==> src/rtl/simple_if_mst_seq_pkg.sv <==
// Shared types and helpers for the simple_if initiator: FSM state encoding
// and the saturating stray-valid counter.
package simple_if_mst_seq_pkg;

  typedef enum logic [1:0] {
    IDLE    = 2'd0,
    ISSUE   = 2'd1,
    WAIT_RD = 2'd2,
    RSP     = 2'd3
  } state_t;

  localparam int STRAY_CNT_W = 8;

  function automatic logic [STRAY_CNT_W-1:0] sat_inc(input logic [STRAY_CNT_W-1:0] v);
    return (&v) ? v : v + 1'b1;
  endfunction

endpackage

==> src/rtl/simple_if.sv <==
// Simple register-style bus: one-cycle rd_req/wr_req strobes from the
// initiator, rd_data qualified by rd_data_vld from the target.
interface simple_if #(
  parameter int ADDR_BIT_WIDTH = 2,
  parameter int DATA_BIT_WIDTH = 8
) ();
  logic [ADDR_BIT_WIDTH-1:0] addr;
  logic [DATA_BIT_WIDTH-1:0] wr_data;
  logic                      rd_req;
  logic                      wr_req;
  logic [DATA_BIT_WIDTH-1:0] rd_data;
  logic                      rd_data_vld;

  modport mst_port (
    output addr, wr_data, rd_req, wr_req,
    input  rd_data, rd_data_vld
  );

  modport slv_port (
    input  addr, wr_data, rd_req, wr_req,
    output rd_data, rd_data_vld
  );
endinterface

==> src/rtl/simple_if_cmd_fifo.sv <==
// Synchronous command FIFO with registered empty/full flags; the head entry
// is always visible on o_pop_data so the consumer can latch it on pop.
module simple_if_cmd_fifo #(
  parameter int DEPTH = 4,
  parameter int WIDTH = 8
) (
  input  logic             i_clk,
  input  logic             i_arst_n,
  input  logic             i_push,
  input  logic [WIDTH-1:0] i_push_data,
  input  logic             i_pop,
  output logic [WIDTH-1:0] o_pop_data,
  output logic             o_empty,
  output logic             o_full
);
  localparam int AW = $clog2(DEPTH);
  localparam logic [AW:0] DEPTH_CNT = (AW+1)'(DEPTH);

  logic [WIDTH-1:0] mem [DEPTH];
  logic [AW-1:0]    wr_ptr;
  logic [AW-1:0]    rd_ptr;
  logic [AW:0]      count;
  logic [AW:0]      count_nxt;
  logic             push_ok;
  logic             pop_ok;

  assign push_ok    = i_push & ~o_full;
  assign pop_ok     = i_pop & ~o_empty;
  assign o_pop_data = mem[rd_ptr];

  always_comb begin
    count_nxt = count;
    if (push_ok && !pop_ok)      count_nxt = count + 1'b1;
    else if (pop_ok && !push_ok) count_nxt = count - 1'b1;
  end

  // Pointers wrap naturally because DEPTH is a power of two.
  always_ff @(posedge i_clk or negedge i_arst_n) begin
    if (!i_arst_n) begin
      wr_ptr  <= '0;
      rd_ptr  <= '0;
      count   <= '0;
      o_empty <= 1'b1;
      o_full  <= 1'b0;
    end else begin
      if (push_ok) wr_ptr <= wr_ptr + 1'b1;
      if (pop_ok)  rd_ptr <= rd_ptr + 1'b1;
      count   <= count_nxt;
      o_empty <= (count_nxt == '0);
      o_full  <= (count_nxt == DEPTH_CNT);
    end
  end

  always_ff @(posedge i_clk) begin
    if (push_ok) mem[wr_ptr] <= i_push_data;
  end

endmodule

==> src/rtl/simple_if_mst_seq.sv <==
// Initiator end of simple_if: buffers read/write commands and issues them one
// at a time, returning one response (data or timeout) per read.
module simple_if_mst_seq
  import simple_if_mst_seq_pkg::*;
#(
  parameter int ADDR_BIT_WIDTH = 2,
  parameter int DATA_BIT_WIDTH = 8,
  parameter int CMD_FIFO_DEPTH = 4,
  parameter int RD_TIMEOUT_CYC = 16
) (
  input  logic                      i_clk,
  input  logic                      i_arst_n,
  // Streams use valid/ready: a transfer happens at a rising edge where both are
  // high; the source holds payload stable while valid is high and not accepted.
  input  logic                      i_cmd_vld,
  output logic                      o_cmd_rdy,
  input  logic                      i_cmd_is_wr,
  input  logic [ADDR_BIT_WIDTH-1:0] i_cmd_addr,
  input  logic [DATA_BIT_WIDTH-1:0] i_cmd_wr_data,
  output logic                      o_rsp_vld,
  input  logic                      i_rsp_rdy,
  output logic [DATA_BIT_WIDTH-1:0] o_rsp_rd_data,
  output logic                      o_rsp_timeout,
  output logic                      o_busy,
  output logic [STRAY_CNT_W-1:0]    o_stray_vld_cnt,
  output state_t                    o_dbg_state,
  simple_if.mst_port                if_mst
);
  typedef struct packed {
    logic                      is_wr;
    logic [ADDR_BIT_WIDTH-1:0] addr;
    logic [DATA_BIT_WIDTH-1:0] wr_data;
  } cmd_t;

  localparam int CMD_W = $bits(cmd_t);
  localparam int TW    = (RD_TIMEOUT_CYC > 1) ? $clog2(RD_TIMEOUT_CYC) : 1;
  localparam logic [TW-1:0] TO_LAST = TW'(RD_TIMEOUT_CYC - 1);

  state_t                    state;
  cmd_t                      head;
  logic                      fifo_empty;
  logic                      fifo_full;
  logic                      fifo_pop;
  logic                      rst_done;
  logic                      is_wr_q;
  logic [TW-1:0]             to_cnt;
  logic [ADDR_BIT_WIDTH-1:0] addr_q;
  logic [DATA_BIT_WIDTH-1:0] wr_data_q;
  logic                      rd_req_q;
  logic                      wr_req_q;

  // rst_done keeps ready low while reset is asserted, independent of full.
  assign o_cmd_rdy   = rst_done & ~fifo_full;
  assign fifo_pop    = (state == IDLE) & ~fifo_empty;
  assign o_busy      = (state != IDLE) | ~fifo_empty;
  assign o_dbg_state = state;

  assign if_mst.addr    = addr_q;
  assign if_mst.wr_data = wr_data_q;
  assign if_mst.rd_req  = rd_req_q;
  assign if_mst.wr_req  = wr_req_q;

  simple_if_cmd_fifo #(
    .DEPTH (CMD_FIFO_DEPTH),
    .WIDTH (CMD_W)
  ) u_cmd_fifo (
    .i_clk       (i_clk),
    .i_arst_n    (i_arst_n),
    .i_push      (i_cmd_vld & o_cmd_rdy),
    .i_push_data ({i_cmd_is_wr, i_cmd_addr, i_cmd_wr_data}),
    .i_pop       (fifo_pop),
    .o_pop_data  (head),
    .o_empty     (fifo_empty),
    .o_full      (fifo_full)
  );

  always_ff @(posedge i_clk or negedge i_arst_n) begin
    if (!i_arst_n) begin
      state           <= IDLE;
      rst_done        <= 1'b0;
      is_wr_q         <= 1'b0;
      to_cnt          <= '0;
      addr_q          <= '0;
      wr_data_q       <= '0;
      rd_req_q        <= 1'b0;
      wr_req_q        <= 1'b0;
      o_rsp_vld       <= 1'b0;
      o_rsp_rd_data   <= '0;
      o_rsp_timeout   <= 1'b0;
      o_stray_vld_cnt <= '0;
    end else begin
      rst_done <= 1'b1;
      if (if_mst.rd_data_vld && state != WAIT_RD)
        o_stray_vld_cnt <= sat_inc(o_stray_vld_cnt);
      case (state)
        IDLE: begin
          if (!fifo_empty) begin
            addr_q    <= head.addr;
            wr_data_q <= head.wr_data;
            is_wr_q   <= head.is_wr;
            wr_req_q  <= head.is_wr;
            rd_req_q  <= ~head.is_wr;
            state     <= ISSUE;
          end
        end
        ISSUE: begin
          wr_req_q <= 1'b0;
          rd_req_q <= 1'b0;
          to_cnt   <= '0;
          state    <= is_wr_q ? IDLE : WAIT_RD;
        end
        WAIT_RD: begin
          // A valid on the last counted cycle still counts as a real response.
          if (if_mst.rd_data_vld) begin
            o_rsp_rd_data <= if_mst.rd_data;
            o_rsp_timeout <= 1'b0;
            o_rsp_vld     <= 1'b1;
            state         <= RSP;
          end else if (to_cnt == TO_LAST) begin
            o_rsp_rd_data <= '0;
            o_rsp_timeout <= 1'b1;
            o_rsp_vld     <= 1'b1;
            state         <= RSP;
          end else begin
            to_cnt <= to_cnt + TW'(1);
          end
        end
        RSP: begin
          if (i_rsp_rdy) begin
            o_rsp_vld <= 1'b0;
            state     <= IDLE;
          end
        end
        default: state <= IDLE;
      endcase
    end
  end

endmodule

==> src/flat_wrapper.sv <==
// flat-port wrapper written by rule: the top's interface ports become plain ports
module simple_if_mst_seq_flat import simple_if_mst_seq_pkg::*;
#(
  parameter int ADDR_BIT_WIDTH = 2,
  parameter int DATA_BIT_WIDTH = 8,
  parameter int CMD_FIFO_DEPTH = 4,
  parameter int RD_TIMEOUT_CYC = 16
)
  (i_clk, i_arst_n, i_cmd_vld, o_cmd_rdy, i_cmd_is_wr, i_cmd_addr, i_cmd_wr_data, o_rsp_vld, i_rsp_rdy, o_rsp_rd_data, o_rsp_timeout, o_busy, o_stray_vld_cnt, o_dbg_state, if_mst_addr, if_mst_wr_data, if_mst_rd_req, if_mst_wr_req, if_mst_rd_data, if_mst_rd_data_vld);
  simple_if #(.ADDR_BIT_WIDTH(ADDR_BIT_WIDTH), .DATA_BIT_WIDTH(DATA_BIT_WIDTH)) if_mst_i ();
  input  logic i_clk;
  input  logic i_arst_n;
  input  logic i_cmd_vld;
  output logic o_cmd_rdy;
  input  logic i_cmd_is_wr;
  input  logic [ADDR_BIT_WIDTH-1:0] i_cmd_addr;
  input  logic [DATA_BIT_WIDTH-1:0] i_cmd_wr_data;
  output logic o_rsp_vld;
  input  logic i_rsp_rdy;
  output logic [DATA_BIT_WIDTH-1:0] o_rsp_rd_data;
  output logic o_rsp_timeout;
  output logic o_busy;
  output logic [STRAY_CNT_W-1:0] o_stray_vld_cnt;
  output state_t o_dbg_state;
  output wire logic [$bits(if_mst_i.addr)-1:0] if_mst_addr;
  output wire logic [$bits(if_mst_i.wr_data)-1:0] if_mst_wr_data;
  output wire logic [$bits(if_mst_i.rd_req)-1:0] if_mst_rd_req;
  output wire logic [$bits(if_mst_i.wr_req)-1:0] if_mst_wr_req;
  input wire logic [$bits(if_mst_i.rd_data)-1:0] if_mst_rd_data;
  input wire logic [$bits(if_mst_i.rd_data_vld)-1:0] if_mst_rd_data_vld;
  assign if_mst_addr = if_mst_i.addr;
  assign if_mst_wr_data = if_mst_i.wr_data;
  assign if_mst_rd_req = if_mst_i.rd_req;
  assign if_mst_wr_req = if_mst_i.wr_req;
  assign if_mst_i.rd_data = if_mst_rd_data;
  assign if_mst_i.rd_data_vld = if_mst_rd_data_vld;
  simple_if_mst_seq #(.ADDR_BIT_WIDTH(ADDR_BIT_WIDTH), .DATA_BIT_WIDTH(DATA_BIT_WIDTH), .CMD_FIFO_DEPTH(CMD_FIFO_DEPTH), .RD_TIMEOUT_CYC(RD_TIMEOUT_CYC)) u_core (.i_clk(i_clk), .i_arst_n(i_arst_n), .i_cmd_vld(i_cmd_vld), .o_cmd_rdy(o_cmd_rdy), .i_cmd_is_wr(i_cmd_is_wr), .i_cmd_addr(i_cmd_addr), .i_cmd_wr_data(i_cmd_wr_data), .o_rsp_vld(o_rsp_vld), .i_rsp_rdy(i_rsp_rdy), .o_rsp_rd_data(o_rsp_rd_data), .o_rsp_timeout(o_rsp_timeout), .o_busy(o_busy), .o_stray_vld_cnt(o_stray_vld_cnt), .o_dbg_state(o_dbg_state), .if_mst(if_mst_i));
endmodule
==> config.mk <==
export PLATFORM = sky130hd
export DESIGN_NAME = simple_if_mst_seq_flat
export DESIGN_NICKNAME = d
export VERILOG_FILES = /design/src/rtl/simple_if_mst_seq_pkg.sv /design/src/rtl/simple_if.sv /design/src/rtl/simple_if_cmd_fifo.sv /design/src/rtl/simple_if_mst_seq.sv /design/src/flat_wrapper.sv
export SDC_FILE = /design/constraint.sdc
export NUM_CORES = 1
export LEC_CHECK = 0
export ABC_AREA = 1
export CORE_MARGIN = 5
export CORE_UTILIZATION = 42
export CTS_BUF_LIST = sky130_fd_sc_hd__clkbuf_4 sky130_fd_sc_hd__clkbuf_8 sky130_fd_sc_hd__clkbuf_16
export CTS_CLUSTER_DIAMETER = 40
export DETAILED_ROUTE_END_ITERATION = 10
export PLACE_DENSITY = 0.66
export SYNTH_ARGS = -nofsm -noshare
export SYNTH_HDL_FRONTEND = slang
export SYNTH_HIERARCHICAL = 1
export SYNTH_SLANG_ARGS = --single-unit
export TNS_END_PERCENT = 100
==> constraint.sdc <==
create_clock -name i_clk -period 5.1 [get_ports i_clk]
set_clock_uncertainty 0.05 [all_clocks]
set_input_delay 0.765 -clock i_clk [delete_from_list [all_inputs] [get_ports i_clk]]
set_output_delay 0.765 -clock i_clk [all_outputs]
set_load 0.005 [all_outputs]
==> Word level (Yosys, flattened, before mapping) <==
Memory sizes are Yosys's and may differ from the RTL's.
Index checks and enable logic that the tools add are counted.
{ "word_totals": {"ff_bits": 47, "mem_bits_rw": 44, "in_bits": 24, "out_inout_bits": 34, "wordCells": 89, "n_memories": 1} }
{ "classes": {"add_sub_neg": 6, "n_eq_ne": 11, "mux": 24, "n_bitwise": 10, "n_reduce_logical": 20} }
{ "mem_list": {"columns": ["name", "words", "word_bits", "rd", "rd_clocked_by_memory_dff", "wr", "line", "rtl"], "rows": [
  ["u_core.u_cmd_fifo.mem", 4, 11, 1, 0, 1, "simple_if_cmd_fifo.sv:19", "logic [WIDTH-1:0] mem [DEPTH];"]
]} }
{ "ops": {"columns": ["operator", "n"], "rows": [
  ["$mux 8", 2],
  ["$mux 2", 5],
  ["$ne 2x2->1 const B", 5],
  ["$reduce_bool 2->1", 5],
  ["$reduce_and 3->1", 3],
  ["$add 8x1->8 const B", 1],
  ["$mux 1", 8],
  ["$mux 4", 2],
  ["$pmux 2 s4", 1],
  ["$pmux 4 s2", 1],
  ["$reduce_and 2->1", 4],
  ["$reduce_and 8->1", 1],
  ["$mux 3", 2],
  ["$pmux 1 s2", 3],
  ["$and 1x1->1", 5],
  ["$add 2x1->2 const B", 2],
  ["$add 4x1->4 const B", 1],
  ["$eq 2x2->1 const B", 2],
  ["$eq 4x4->1 const B", 1],
  ["$not 1->1", 4],
  ["$add 3x1->3 const B", 1],
  ["$eq 3x3->1 const B", 1],
  ["$logic_and 1x1->1", 3],
  ["$logic_not 3->1", 1],
  ["other kinds (6)", 7]
]} }

==> Depth between registers and ports, before layout <==
{ "logic_depth": {"ltp_word": 9, "ltp_mapped": 13, "ltp_nobuf": 12} }

==> Hierarchy <==
Netlist, hierarchy kept.
{ "modules_own_cells": {"columns": ["mod", "n_inst", "cells_each", "area_each_um2", "seq_area_each_um2"], "rows": [
  ["simple_if_cmd_fifo", 1, 190, 2257.2, 1547.7],
  ["simple_if_mst_seq", 1, 212, 1756.7, 950.9]
]} }

==> Worst setup path before layout <==
OpenSTA, ideal clock, no wires.
{ "synth_path": {"path_type": "input to register", "startpoint": "input i_cmd_vld", "endpoint": "memory u_core/u_cmd_fifo/mem[0][0] in the netlist's numbering (enable)", "setup_ps": 378, "t_arrival_ps": 1820, "required_ps": 4672, "slack_ps": 2851, "path_stages": 3, "n_path_buf": 0, "cell_sequence": "nor3b_1 > nand2_4 > nor2_1"} }
{ "synth_via": {"elab_chain_len": 4} }
{ "synth_rtl": {"columns": ["item", "line", "rtl"], "rows": [
  ["from (decl)", "flat_wrapper.sv:13", "input logic i_cmd_vld;"],
  ["$and 1x1->1", "simple_if_mst_seq.sv:69", ".i_push (i_cmd_vld & o_cmd_rdy),"],
  ["$and 1x1->1", "simple_if_cmd_fifo.sv:27", "assign push_ok = i_push & ~o_full;"],
  ["$mux 1", "simple_if_cmd_fifo.sv:55", "if (push_ok) mem[wr_ptr] <= i_push_data;"],
  ["$mux 1 (implied by the code)", "simple_if_cmd_fifo.sv:55", null],
  ["to (decl)", "simple_if_cmd_fifo.sv:19", null]
]} }
Every way passes these cells.

==> Worst setup path after layout <==
{ "layout_path": {"startpoint": "input i_cmd_vld", "endpoint": "memory u_core/u_cmd_fifo/mem[2][1] in the netlist's numbering (enable)"} }
Same word-level chain as after synthesis.

==> results.cfg <==
[status]
status = finished clean

[setup_path]
worstPathRequired_ns = 5.02
worstSetupEndpointType = flip-flop
rrSetupSlack_ns = 2.83
r2r_cells = 3
critPathBufInv = 1
arrival_ns = 2.57
crit_type = in2reg
slowest_delay_ns = 0.75
worst-path-max-fanout = 11
critPathSlowestCell = nor2_1
reg2reg_to = u_core/u_cmd_fifo/mem[2][1]
path_cells = clkdlybuf4s50_1, nor3b_1, nand2_4, nor2_1
start_kind = input port
path_delay_family = simple AND/OR/NAND/NOR gates
crit-reg2reg-launch = u_core/u_cmd_fifo/o_full

[final_layout]
drive_gt1_share_pct = 9.85
multi_input_area_sq_mm = 0.00132
diodes = 0
n_fill_cell = 859
nets = 494
utilization_pct = 52.4
area_growth_pct = 21.1
seqCellArea_sq_mm = 0.00250

[clocking]
cts.clk_slew.worst_paths_ns = 0.09
cts_root_buffer = clkbuf_8
cts.path.max_buffers = 2
postCtsSetupBuffers = 0
worstSkewPairLatency_ns = 0.35
h-tree-depth = 3
cts.sinks = 91
hold_buffers = 0
cts_made_buffers = 9
postCtsResizedCells = 0
cts_tree = built

[sta]
finalCriticalPeriod_ns = 2.64
rsz0062_at_grt = false
fmax_ghz = 0.378
tightest_slew_ns = 0.954
fin_tns_setup_ns = 0
slew_viol_final = 0
setup_viol = 0
slew_headroom_pct = 36.2
fin_crit_sh_pct = 51.8
hold_viol_final = 0

[route]
antenna_left = 0
wirelength_um = 7640
vias = 2787
drtIter0Drc = 177
drcViolationCount = 0
wl_per_cell_um = 12.8
firstDrtPassIters = 4
via_per_inst = 4.68

[yosys]
synth-simple-area-share_pct = 22.6
ys.flop_type = dfrtp_1
netlist_area_sq_mm = 0.00401
yosysMostFrequentCell = nand2_1
synth.top_cell.area_share_pct = 32.9
synthXorXnorAreaFrac_pct = 1.75
synth_fa_ha_area_share_pct = 2.49
ys_ff_latch = 91
syn_avg_cell_area_sq_um = 9.98
synth_compound_area_share_pct = 5.86
synth_common_cells = nand2_1, dfrtp_1, edfxtp_1, nor2_1, inv_1
seq_area_frac_synth_pct = 62.3
synth-edff-count = 44
yosysTopAreaCell = edfxtp_1
yosys-mux-area-fraction_pct = 0
syn_nets = 434
synth_top_family_by_area = simple AND/OR/NAND/NOR gates
synth_cell_types = 31
synthTopCellsByArea = edfxtp_1, dfrtp_1, nand2_1
synth_warnings = 6
syn_inst = 402
async_flop_share_pct = 51.6

[floorplanning]
num_rows = 35
start_util_pct = 43.2
core_area_sq_mm = 0.00928
dieWidth_um = 108
dieHeight_um = 108
dieArea_sq_mm = 0.0116
io-pin-count = 58

[worst_hold_path]
worstHoldPathCells = 1
hold_class = reg2reg
min-delay-start = u_core/is_wr_q

[pwr]
power_density_mw_per_mm2 = 527
ir_worst_vdd_v = 0.000203
p_leak_uw = 0.00210

[placed_design]
portBuffers = 57
routabilityCongestion = 0.880
place_hpwl_um = 5570

[job]
maxCapViolations = 0

[global_routing]
overflow = 0
grt_max_degree = 48
grt_antenna_before_repair = 0
grt.total_usage_pct = 14.3
grt_pass1_wl_um = 13100
first_global_vias = 2762
==> report_power, final <==
group / switching [uW] / internal (uW)
logic: 543 / 453
registers: 172 / 973
clock network: 246 / 175
total: 961 / 1600
==> registers in the layout, indices dropped and copies added, names as in the netlist, named ones only <==
signal                     cells
u_core/o_rsp_vld               1
u_core/u_cmd_fifo/rd_ptr       2
u_core/if_mst.rd_req           1
u_core/to_cnt                  4
u_core/if_mst.wr_req           1
u_core/o_rsp_timeout           1
u_core/o_rsp_rd_data           8
u_core/rst_done                1
u_core/u_cmd_fifo/wr_ptr       2
u_core/if_mst.wr_data          8
u_core/o_dbg_state             1
u_core/u_cmd_fifo/count        3
u_core/is_wr_q                 1
u_core/u_cmd_fifo/mem         44
u_core/o_stray_vld_cnt         8
u_core/u_cmd_fifo/o_empty      1
u_core/u_cmd_fifo/o_full       1
u_core/if_mst.addr             2
==> layout make-up <==
| class | instances | share of cell area (%) |
|---|---|---|
| clock buffers | 9 | 2.55 |
| multi-input cells | 264 | 27.1 |
| well taps | 129 | 3.32 |
| inverters | 38 | 2.99 |
| repair buffers | 58 | 11.8 |
| clock inverters | 7 | 0.901 |
| flip-flops and latches | 91 | 51.4 |
==> stage by stage <==
stage / total power (uW) / setup slack, ns / instance area, sq um / hold WS, ns / instances
final: 2560 / 2.46 / 4860 / 0.420 / 596
after global routing: 2780 / 2.30 / 4860 / 0.451 / 596
after CTS: 2590 / 2.45 / 4860 / 0.424 / 596
after detailed placement: 2160 / 2.08 / 4690 / 0.395 / 580
after global placement: 2130 / 2.12 / 4690 / 0.388 / 580
after floorplan: 1770 / 2.85 / 4010 / 0.374 / 402
==> logic make-up (layout without fill, tap and decap cells) <==
logic type      count (synthesis)  count (layout)
xor+xnor                        8               8
other cells                     1               1
fa+ha+maj                       8               8
buf+inv                        47             112
flops                          91              91
simple gates                  204             204
compound gates                 43              43
==> cell usage in the layout, fill, tap and decap left out <==
cell type,count
dfrtp_1,46
clkinv_4,2
o21ai_1,2
o21ai_0,28
nor2_4,4
o211ai_1,1
inv_6,1
xor2_1,4
inv_4,1
nor3b_1,1
nand2_1,127
dfstp_2,1
o22ai_1,11
nand2_4,5
edfxtp_1,44
clkinv_2,1
clkbuf_8,9
xnor2_1,4
clkinvlp_2,1
ha_1,8
buf_4,1
buf_2,1
o21ai_2,1
nor2_8,1
inv_2,7
conb_1,1
clkdlybuf4s50_1,56
nor2_2,2
nand3_2,2
nor2_1,42
clkinv_1,2
nand4_1,1
or2_0,1
nand2_2,6
nand3_1,12
inv_1,30
==> worst max-delay path by stage <==
stage	start	to	slack (ns)	cells after the start
floorplan	i_cmd_vld	u_core/u_cmd_fifo/mem[0][0]	2.85	3
global placement	i_cmd_vld	u_core/u_cmd_fifo/mem[3][0]	2.12	4
detailed placement	i_cmd_vld	u_core/u_cmd_fifo/mem[2][3]	2.08	4
CTS	i_cmd_vld	u_core/u_cmd_fifo/mem[2][2]	2.45	4
global route	i_cmd_vld	u_core/u_cmd_fifo/mem[2][10]	2.30	4
finish	i_cmd_vld	u_core/u_cmd_fifo/mem[2][1]	2.46	4
==> metal layers <==
layer	vias up	routed length, um	GRT usage (%)
met5	-	0	0
met4	0	121	5.95
met3	9	391	3.78
met2	74	3530	22.0
met1	1293	3590	19.1
li1	1411	-	-
Power figures use the tool's default switching activity.
